===== config.mk =====
export PLATFORM = sky130hd
export DESIGN_NAME = alu_issue_ctrl
export DESIGN_NICKNAME = d
export VERILOG_FILES = /design/src/rtl/alu_issue_ctrl.sv
export SDC_FILE = /design/constraint.sdc
export NUM_CORES = 1
export LEC_CHECK = 0
export CORE_MARGIN = 4
export CORE_UTILIZATION = 35
export DETAILED_ROUTE_END_ITERATION = 10
export PLACE_DENSITY = 0.73
export SYNTH_ARGS = -nofsm -noshare
export SYNTH_HDL_FRONTEND = slang
export SYNTH_SLANG_ARGS = --single-unit

===== constraint.sdc =====
create_clock -name clk -period 2.4 [get_ports clk]
set_input_delay 0.6 -clock clk [delete_from_list [all_inputs] [get_ports clk]]
set_output_delay 0.6 -clock clk [all_outputs]
set_load 0.01 [all_outputs]

===== src/rtl/alu_issue_ctrl.sv =====
// ALU issue controller: decodes an ALU class/funct request, drives operands
// and operation select to an external combinational ALU, registers the result
// and holds it until the consumer takes it. Illegal R-type functs bypass the
// ALU and complete immediately with an error result.
module alu_issue_ctrl #(
   parameter int CNT_W = 16
) (
   input  logic             clk,
   input  logic             rst_n,
   input  logic             in_valid,
   output logic             in_ready,
   input  logic [1:0]       in_aluop,
   input  logic [5:0]       in_funct,
   input  logic [31:0]      in_a,
   input  logic [31:0]      in_b,
   output logic [31:0]      alu_a,
   output logic [31:0]      alu_b,
   output logic [3:0]       alu_op,
   input  logic [31:0]      alu_s,
   input  logic             alu_z,
   output logic             out_valid,
   input  logic             out_ready,
   output logic [31:0]      out_s,
   output logic             out_z,
   output logic             out_err,
   output logic [CNT_W-1:0] op_count
);

   localparam logic [3:0] OP_AND = 4'b0000;
   localparam logic [3:0] OP_OR  = 4'b0001;
   localparam logic [3:0] OP_ADD = 4'b0010;
   localparam logic [3:0] OP_XOR = 4'b0011;
   localparam logic [3:0] OP_SUB = 4'b0110;
   localparam logic [3:0] OP_SLT = 4'b0111;
   localparam logic [3:0] OP_NOR = 4'b1100;

   typedef enum logic [1:0] {
      IDLE = 2'b00,
      EXEC = 2'b01,
      DONE = 2'b10
   } state_t;

   state_t state, state_nxt;

   // Returns {legal, op}; only the R-type class can be illegal.
   function automatic logic [4:0] decode(input logic [1:0] aluop,
                                         input logic [5:0] funct);
      logic [4:0] r;
      r = {1'b1, OP_ADD};
      case (aluop)
         2'b00: r = {1'b1, OP_ADD};
         2'b01: r = {1'b1, OP_SUB};
         2'b11: r = {1'b1, OP_OR};
         default: begin
            case (funct)
               6'b100000: r = {1'b1, OP_ADD};
               6'b100010: r = {1'b1, OP_SUB};
               6'b100100: r = {1'b1, OP_AND};
               6'b100101: r = {1'b1, OP_OR};
               6'b100110: r = {1'b1, OP_XOR};
               6'b100111: r = {1'b1, OP_NOR};
               6'b101010: r = {1'b1, OP_SLT};
               default:   r = {1'b0, OP_ADD};
            endcase
         end
      endcase
      return r;
   endfunction

   logic       dec_legal;
   logic [3:0] dec_op;
   logic       accept;
   logic       consume;

   assign {dec_legal, dec_op} = decode(in_aluop, in_funct);
   assign in_ready  = (state == IDLE);
   assign out_valid = (state == DONE);
   assign accept    = in_ready & in_valid;
   assign consume   = out_valid & out_ready;

   // State register.
   always_ff @(posedge clk or negedge rst_n) begin
      if (!rst_n) state <= IDLE;
      else        state <= state_nxt;
   end

   // Next-state: legal requests take one EXEC cycle, illegal go straight to DONE.
   always_comb begin
      state_nxt = state;
      case (state)
         IDLE: if (in_valid) state_nxt = dec_legal ? EXEC : DONE;
         EXEC: state_nxt = DONE;
         DONE: if (out_ready) state_nxt = IDLE;
         default: state_nxt = IDLE;
      endcase
   end

   // Operand/op registers: loaded only on a legal accept, held otherwise.
   always_ff @(posedge clk or negedge rst_n) begin
      if (!rst_n) begin
         alu_a  <= '0;
         alu_b  <= '0;
         alu_op <= OP_AND;
      end else if (accept && dec_legal) begin
         alu_a  <= in_a;
         alu_b  <= in_b;
         alu_op <= dec_op;
      end
   end

   // Result registers: ALU capture at end of EXEC, fixed error result on illegal accept.
   always_ff @(posedge clk or negedge rst_n) begin
      if (!rst_n) begin
         out_s   <= '0;
         out_z   <= 1'b0;
         out_err <= 1'b0;
      end else if (state == EXEC) begin
         out_s   <= alu_s;
         out_z   <= alu_z;
         out_err <= 1'b0;
      end else if (accept && !dec_legal) begin
         out_s   <= '0;
         out_z   <= 1'b1;
         out_err <= 1'b1;
      end
   end

   // Completed-result counter, wraps naturally.
   always_ff @(posedge clk or negedge rst_n) begin
      if (!rst_n)       op_count <= '0;
      else if (consume) op_count <= op_count + CNT_W'(1);
   end

endmodule

* Yosys cells after proc, flatten, opt, wreduce, memory -nomap -nowiden
Cells that the tools add are included.
** Storage, ports and cells
- Word-level logic and storage cells :: 42
- Bits in writable memories :: 0
- Output and inout bits :: 120
- Bits in read-only memories :: 0
- Input port bits :: 109
- Bits in registers :: 120
- Latch bits :: 0
- Memories kept :: 0
** Cells by class
- Reduce and logical (&&, ||, !) cells :: 7
- Add/sub/neg operators :: 1
- Equal/unequal tests :: 13
- Divide/modulo/power cells :: 0
- $mul :: 0
- $lt $le $gt $ge :: 0
- Mux-type cells :: 11
- Shifts and indexed selects :: 0
- Bitwise logic cells :: 2
** Operators by type and width (count)
- $mux W32 :: 2
- $eq A6 B6 Y1 const B :: 7
- $pmux W5 S7 :: 1
- $add A16 B1 Y16 const B :: 1
- $pmux W5 S3 :: 1
- $mux W2 :: 3
- $pmux W2 S3 :: 1
- $eq A2 B1 Y1 const B :: 2
- $eq A2 B2 Y1 const B :: 2
- $logic_not A2 Y1 :: 2
- $mux W1 :: 3
- $and A1 B1 Y1 :: 2
- $logic_and A1 B1 Y1 :: 2
- $ne A2 B1 Y1 const B :: 1
- $ne A2 B2 Y1 const B :: 1
- $reduce_and A2 Y1 :: 1
- $reduce_bool A2 Y1 :: 1
- $logic_not A1 Y1 :: 1

* Longest topological paths before layout
- Depth in word-level cells :: 7
- Mapped depth :: 7
- Gate-level depth less buffers :: 5

* Worst setup path after synthesis
OpenSTA, ideal clock, no wires.
- Path kind :: input port to flip-flop
- From :: input in_funct[4]
- To :: register alu_b[10]
- Arrival time :: 2.094 ns
- Setup time :: 0.125 ns
- Required time :: 2.275 ns
- Path slack :: 0.181 ns
- Stages on the path :: 7
- Cell sequence :: and4bb_1 -> a311oi_1 -> or4b_1 -> buf_2 -> buf_6 -> buf_6 -> mux2_4
** Between the ends
- Word-level cells in the longest chain between the ends :: 4
- Elaborated cells on any way between the ends :: 10
** RTL lines
- start: declaration :: line 13 : input logic [5:0] in_funct,
- $eq A6 B6 Y1 :: line 55 : case (funct)
- $pmux W5 S7 * :: line 55
- $pmux W5 S3 * :: line 50 : case (aluop)
- $logic_and A1 B1 Y1 * :: line 104 : end else if (accept && dec_legal) begin
- end signal: assignment :: line 106 : alu_b <= in_b;
- end: declaration :: line 17 : output logic [31:0] alu_b,
Every way passes the cells marked *; elsewhere a longest branch is shown, timed or not.
A chain may end at the register's enable or synchronous reset.

* Worst setup path after layout
- From :: register state[0]
- To :: output out_valid
** Between the ends
- Word-level cells in the longest chain between the ends :: 1
** RTL lines
- start: declaration :: line 43 : state_t state, state_nxt;
- start signal: assignment :: line 84 : else state <= state_nxt;
- $eq A2 B2 Y1 :: line 77 : assign out_valid = (state == DONE);
- end: declaration :: line 21 : output logic out_valid,
No other way between the ends.

==> results_dict.tcl <==
set metrics [dict create \
    max_freq_mhz 436 \
    fin_crit_ns 2.29 \
    power_switching_uw 2760 \
    setup_viol 0 \
    dr.pass1.iters 4 \
    leakagePower_uw 0.00346 \
    grt-ovfl-total 0 \
    tightestPinTransition_ns 0.561 \
    grt_max_degree 41 \
    drv_cap 0 \
    arrival_ns 1.69 \
    cp_cell_sequence "nand2b_1, inv_2, clkdlybuf4s50_1" \
    cts-root-buf "clkbuf_16" \
    final_common_cell "clkdlybuf4s50_1" \
    clockBufferDepth 2 \
    outcome "completed" \
    die_h_um 123 \
    finalWorstSetupSlack_ns 0.106 \
    dp_cells 719 \
    hold_class "in2async" \
    yosysUniqueCellTypes 34 \
    rows 41 \
    crit_path_max_fanout 5 \
    wirelength_um 13400 \
    place_ws_ns -0.284 \
    drcViolationCount 0 \
    cts_tree "built" \
    finalClockSkew_ns 0.00684 \
    powerDensity_nw_per_um2 1230 \
    drive_gt1_frac 0.218 \
    grt_pass1_wl_um 20300 \
    vdd_drop_max_mv 0.586 \
    place.gp.congestion 0.758 \
    pin_count 229 \
    area_delta_synth_final_pct 70.4 \
    switching_share 0.283 \
    critical_path_class "reg2out" \
    internal_power_uw 7010 \
    slowest_delay_ns 0.54 \
    avgSynthCellArea_um2 14.9 \
    die_w_um 123 \
    slew-limit-headroom 0.626 \
    cts_hold_buf 0 \
    ant_nets 0 \
    cts-buffers-inserted 17 \
    seq_area_frac_synth 0.644 \
    yosysWarnings 0 \
    syn_nets 422 \
    crit_required_ns 1.80 \
    via_per_inst 4.76 \
    antenna_cells 0 \
    start_util 0.363 \
    pwr-share-seq 0.347 \
    syn_area_um2 4660 \
    ys_ff_latch 120 \
    mostFrequentLayoutCells "227 x clkdlybuf4s50_1, 120 x dfrtp_1, 58 x mux2_2" \
    final_max_slew_viol_count 0 \
    critPathLaunchType "flip-flop" \
    dieArea_um2 15200 \
    post-route-period-util 0.956 \
    cts_resized 0 \
    finalHoldViolations 0 \
    pwr-share-comb 0.395 \
    setup-tns-final_ns 0 \
    htree_levels 4 \
    cp_slowest_cell "clkdlybuf4s50_1" \
    hpwl_um 10000 \
    drt_iter0_drc 139 \
    p_clk_frac 0.259 \
    core_area_um2 12800 \
    grt_use_total 0.177 \
    clock_latency_ns 0.40 \
    design_area_um2 7940 \
    cts.sinks 120 \
    grt_setup_unrepaired "false" \
    antenna_found_initial 0 \
    place.port_buffers 228 \
    vias 3571 \
    fin_cells 750 \
    grt_pass1_vias 3876 \
    layout.nets 676 \
    drt-wirelength-per-cell_um 17.9 \
    path_clk_slew_ns 0.05 \
    dpl_cell_area_um2 7340 \
    syn_inst 312 \
    worstSetupEndpointType "output port" \
    cts_setup_buffers 0 \
    hold_slack_ns 0.190 \
]
## power groups by stage
stage	registers (uW)	clock network [uW]	logic (uW)
finish	3390	2530	3860
global route	3500	2680	4100
global placement	3370	0	3830
CTS	3400	2590	3920
floorplan	3760	0	1130
detailed placement	3420	0	3890
## path summary, 6_finish.rpt
kind / slack [ns] / depth (start not counted) / from / end
setup / recovery: 0.11 / 3 / state[0] / out_valid
hold / removal: 0.19 / 1 / rst_n / alu_a[18]
setup reg to reg: 0.70 / 3 / state[1] / alu_b[2]
hold reg to reg: 0.49 / 1 / op_count[15] / op_count[15]
max in group asynchronous: 1.60 / 2 / rst_n / alu_a[9]
min in group clk: 0.49 / 1 / op_count[15] / op_count[15]
## synth_stat cells
master	instances	area share
dfrtp_1	120	0.64
mux2_2	58	0.14
a22o_1	32	0.060
xnor2_1	11	0.021
mux2_4	10	0.032
inv_1	9	0.0072
clkbuf_1	7	0.0056
buf_2	6	0.0064
nand2_1	5	0.0040
nand3_1	5	0.0054
nor2_1	5	0.0040
nor2b_1	5	0.0067
xor2_1	5	0.0094
nand4_1	4	0.0054
a21oi_1	3	0.0032
nand2b_1	3	0.0040
o21ai_0	3	0.0032
a31oi_1	2	0.0027
and4_1	2	0.0038
buf_6	2	0.0048
nor4_1	2	0.0027
a22oi_1	1	0.0016
a311oi_1	1	0.0019
and3_1	1	0.0013
and4bb_1	1	0.0027
ha_1	1	0.0027
mux2i_1	1	0.0021
nand3b_1	1	0.0016
nand4b_1	1	0.0019
nor3_1	1	0.0011
nor4bb_1	1	0.0021
o22ai_1	1	0.0013
or2_2	1	0.0013
or4b_1	1	0.0021
## metrics by stage
stage	utilization	power, uW
after CTS	0.619	9910
after floorplan	-	4890
after detailed placement	0.572	7300
after global routing	0.619	10300
after global placement	0.572	7210
final	0.619	9770
## registers in the layout, indices dropped and copies added (netlist names)
signal / cells
alu_b: 32
state: 2
alu_a: 32
alu_op: 4
out_s: 32
op_count: 16
out_z: 1
out_err: 1
## cell families after synthesis
family / after synthesis / share of synthesized area
compound gates: 43 / 0.0741
xor+xnor: 16 / 0.0301
fa+ha+maj: 1 / 0.00268
buf+inv: 24 / 0.0242
flops: 120 / 0.644
mux: 69 / 0.174
simple gates: 39 / 0.0502
## critical path: cells and delay by family (launching register included)
kind          cells  cell delay [ns]
buf+inv           2             0.66
flops             1             0.42
simple gates      1             0.22
## layer usage
| metal | GRT usage | wire (um) | vias up |
|---|---|---|---|
| met2 | 0.307 | 6990 | 126 |
| met3 | 0.0759 | 1200 | 12 |
| li1 | - | - | 1632 |
| met1 | 0.196 | 5060 | 1801 |
| met5 | 0 | 0 | - |
| met4 | 0.0547 | 141 | 0 |
## cell type report
| type | instances | area (um2) |
|---|---|---|
| Tap cell | 172 | 215 |
| Fill cell | 1010 | 4880 |
| Clock inverter | 7 | 90.1 |
| Multi-Input combinational cell | 168 | 1570 |
| Clock buffer | 24 | 512 |
| Timing Repair Buffer | 250 | 2520 |
| Sequential cell | 120 | 3000 |
| Inverter | 9 | 33.8 |
Note: power is estimated with default switching activity, not from simulation.
